<file path="src/rtl/fairy_arb_pkg.sv">
// Shared types for the fairy SRAM arbiter: FSM states, owner tags and starvation counter sizing.
package fairy_arb_pkg;

  typedef enum logic [1:0] {
    S_IDLE = 2'd0,
    S_REQ  = 2'd1,
    S_WAIT = 2'd2
  } arb_state_t;

  typedef enum logic {
    OWN_INST = 1'b0,
    OWN_DATA = 1'b1
  } arb_owner_t;

  // Bits needed to count 0..limit inclusive.
  function automatic int starve_cnt_w(input int limit);
    return (limit < 1) ? 1 : $clog2(limit + 1);
  endfunction

endpackage

</file>
<file path="src/rtl/fairy_arb_starve_guard.sv">
// Counts data grants taken while a fetch waits; asserts force_inst once STARVE_LIMIT is reached.
module fairy_arb_starve_guard
  import fairy_arb_pkg::*;
#(
  parameter int STARVE_LIMIT = 4
) (
  input  logic clk,
  input  logic reset,
  input  logic i_inst_req,
  input  logic i_inst_gnt,
  input  logic i_data_gnt,
  output logic o_force_inst
);

  localparam int CNT_W = starve_cnt_w(STARVE_LIMIT);
  localparam logic [CNT_W-1:0] LIMIT = CNT_W'(STARVE_LIMIT);

  logic [CNT_W-1:0] r_cnt;

  always_ff @(posedge clk) begin
    if (reset || i_inst_gnt || !i_inst_req) begin
      r_cnt <= '0;
    end else if (i_data_gnt && (r_cnt != LIMIT)) begin
      r_cnt <= r_cnt + CNT_W'(1);
    end
  end

  assign o_force_inst = (r_cnt == LIMIT);

endmodule

</file>
<file path="config.mk">
export PLATFORM = sky130hd
export DESIGN_NAME = fairy_arb_starve_guard
export DESIGN_NICKNAME = d
export VERILOG_FILES = /design/src/rtl/fairy_arb_pkg.sv /design/src/rtl/fairy_arb_starve_guard.sv
export SDC_FILE = /design/constraint.sdc
export NUM_CORES = 1
export LEC_CHECK = 0
export ABC_AREA = 0
export BUFFER_PORTS_ARGS = -buffer_cell sky130_fd_sc_hd__buf_2
export CELL_PAD_IN_SITES_DETAIL_PLACEMENT = 0
export CELL_PAD_IN_SITES_GLOBAL_PLACEMENT = 1
export CORE_AREA = 2 2 39 41
export DETAILED_ROUTE_END_ITERATION = 10
export DIE_AREA = 0 0 41 43
export PLACE_DENSITY_LB_ADDON = 0.05
export SLEW_MARGIN = 20
export SYNTH_ARGS = -nofsm -noshare
export SYNTH_HDL_FRONTEND = slang
export SYNTH_SLANG_ARGS = --single-unit
</file>
<file path="constraint.sdc">
create_clock -name clk -period 1.4 [get_ports clk]
set_input_delay 0.14 -clock clk [delete_from_list [all_inputs] [get_ports clk]]
set_output_delay 0.14 -clock clk [all_outputs]
set_load 0.01 [all_outputs]
</file>
==> results.md <==
* Vias at 173
* Routed wire length at 452 um
* CTS Hold Bufs at 0
* Initial Util at 14.9%
* Fin worst setup slack at 137 ps
* Residual DRC at 0
* Arrival @ worst endpoint at 1120 ps
* Hold Startpoint: i_inst_gnt
* WHS Endpoint: r_cnt[2]
* Synth Register Bits at 3
* Worst Hold Class: in2reg
* Final Max Slew Viols at 0
* Die width at 41 um
* Vias in the first global route at 190
* First-pass DRT Iterations at 2
* Unrepaired setup endpoints after global routing: false
* Final Hold Fails at 0
* Syn nets at 26
* Final period utilization at 90.2%
* Final Power at 270 uW
* Post-Synthesis Cells at 19
* CTS tree: built
* Final instance area at 285 um2
* Cts bufs inserted at 3
* Crit path cell chain: inv_1 > ha_1 > and2_1 > buf_2
* Worst reg2reg endpoint: r_cnt[0]
* Hold depth at 2
* Die Y at 43 um
* Slew @ Worst Pin at 225 ps
* WS Path Type: reg2out
* CP max-delay cell: dfxtp_1
* Antenna violations before repair at 0
* Setup crit end kind: primary output
* R2R Path Start: r_cnt[1]
* Top Registers: r_cnt x3
* Dpl cell area at 259 um2
* Via density per instance at 3.84
* Most flops, register: r_cnt
* Status: completed
* Max Fanout on Critical Path at 3
* Startpoint class of the critical path: flip-flop
* IO Port Bufs at 5
* GRT Overall Usage at 7.11%
* F_max at 792 MHz
* Largest register FFs at 3
* Top cell type's share of synthesized area at 29.1%
* Sink Count at 3
* First-pass GRT wire length at 724 um
* Critical Path RT at 1260 ps
* Reg2reg path depth at 4
* Setup bufs post-CTS at 0
* Post-Syn Area at 206 um2
* Worst Clk Skew at 9.19 ps
* Longest Clk Path Bufs at 2
* Syn. warnings at 0
* Root Buffer: clkbuf_4
* Std cell rows at 14
* Final min period at 1260 ps
* H-tree levels at 1
* IR drop worst, VDD at 0.000226 V
* Setup TNS at 0 ps
* Final ANT Viol Nets at 0
* Max-cap violations at 0
* Pre-CTS setup slack at 147 ps
* Slew HR at 84.8%
* Register area share after synthesis at 29.1%
* Yosys cell types at 12
* Largest net degree at the start of global routing at 6
* Total gr overflow at 0
* Core area at 1380 um2
* Area grow syn2layout at 38.2%
* Layout cells sized above 1 at 41.4%
* Syn_area_per_cell at 10.9 um2
* DRT iter0 DRCs at 2
* IO Pins at 6
* RePlAce Congestion at 0.568
* Clock slew at reported path FFs at 40 ps
* Die area at 1760 um2
* Nets at 37
* N_diodes at 0
* Endpoints failing setup at 0
* Synth top area cells: dfxtp_1 29%, and4bb_1 18%, ha_1 12%
* Slowest stage delay, CP at 340 ps
* Worst reg2reg setup slack at 150 ps
* Pwr Density at 945 nW/um2
* Cell taking the most area after synthesis: dfxtp_1
* Clk Latency, worst-skew pair at 240 ps
* Pleak at 0.134 nW
* Post_cts resized at 0
* WL/cell at 10.0 um
[worst max path at each step]
| stage | startpoint | endpoint | slack, ps |
|---|---|---|---|
| after floorplan | r_cnt[0] | r_cnt[0] | 200 |
| after CTS | r_cnt[1] | o_force_inst | 110 |
| after global routing | r_cnt[1] | r_cnt[0] | 40 |
| after global placement | r_cnt[0] | r_cnt[0] | 150 |
| final | r_cnt[1] | o_force_inst | 140 |
| after detailed placement | r_cnt[1] | r_cnt[1] | 150 |
[cells in the mapped netlist]
library cell,number
ha_1,2
and4b_1,1
and2_1,1
nor4b_1,1
mux2_2,2
and4bb_1,3
nor4_1,1
a21oi_1,1
a21boi_2,1
inv_1,2
dfxtp_1,3
nand2b_1,1
[layer usage]
metal / routed length [um] / vias up / GRT usage, %
li1: - / 92 / -
met1: 208 / 73 / 6.37
met2: 203 / 6 / 9.38
met3: 33 / 2 / 4.71
met4: 6 / 0 / 8.00
met5: 0 / - / 0
[kinds of logic after synthesis]
group	count (synthesis)	share of synthesized area, %
AO/OA/AOI/OAI	2	7.88
adder cells (fa/ha/maj)	2	12.1
multiplexers	2	10.9
buffers and inverters	2	3.64
AND/OR/NAND/NOR	8	36.4
flip-flops	3	29.1
[critical path: cells and delay by family, from the launching register on]
kind / cells / cell delay [ps]
DFF: 1 / 340
adders and majority gates: 1 / 200
buffers and inverters: 2 / 180
and+or+nand+nor: 1 / 160
[final cells by class]
| type | count | area [um2] |
|---|---|---|
| Fill cell | 155 | 1100 |
| Multi-Input combinational cell | 14 | 139 |
| Sequential cell | 3 | 60.1 |
| Timing Repair Buffer | 6 | 32.5 |
| Clock buffer | 4 | 26.3 |
| Tap cell | 16 | 20.0 |
| Inverter | 2 | 7.51 |
[report_power, final]
| part | total (mW) | switching [mW] | internal (mW) |
|---|---|---|---|
| sequential | 0.0873 | 0.000493 | 0.0868 |
| clock | 0.160 | 0.0523 | 0.107 |
| combinational | 0.0227 | 0.00994 | 0.0128 |
[metrics by stage]
stage	hold WS [ps]	utilization, %	std cells
2_1_floorplan	218	-	19
6_report	124	20.6	45
3_5_place_dp	372	18.7	41
3_3_place_gp	379	18.7	41
5_1_grt	135	20.6	45
4_1_cts	110	20.6	45
[cell usage in the layout (no fill, tap or decap)]
cell      synthesis  layout
a21boi_2          1       1
a21oi_1           1       1
and2_1            1       1
and4b_1           1       1
and4bb_1          3       3
buf_2             0       5
buf_4             0       1
clkbuf_1          0       1
clkbuf_4          0       3
dfxtp_1           3       3
ha_1              2       2
inv_1             2       2
mux2_2            2       2
nand2b_1          1       1
nor4_1            1       1
nor4b_1           1       1
(Power assumes the default switching activity.)
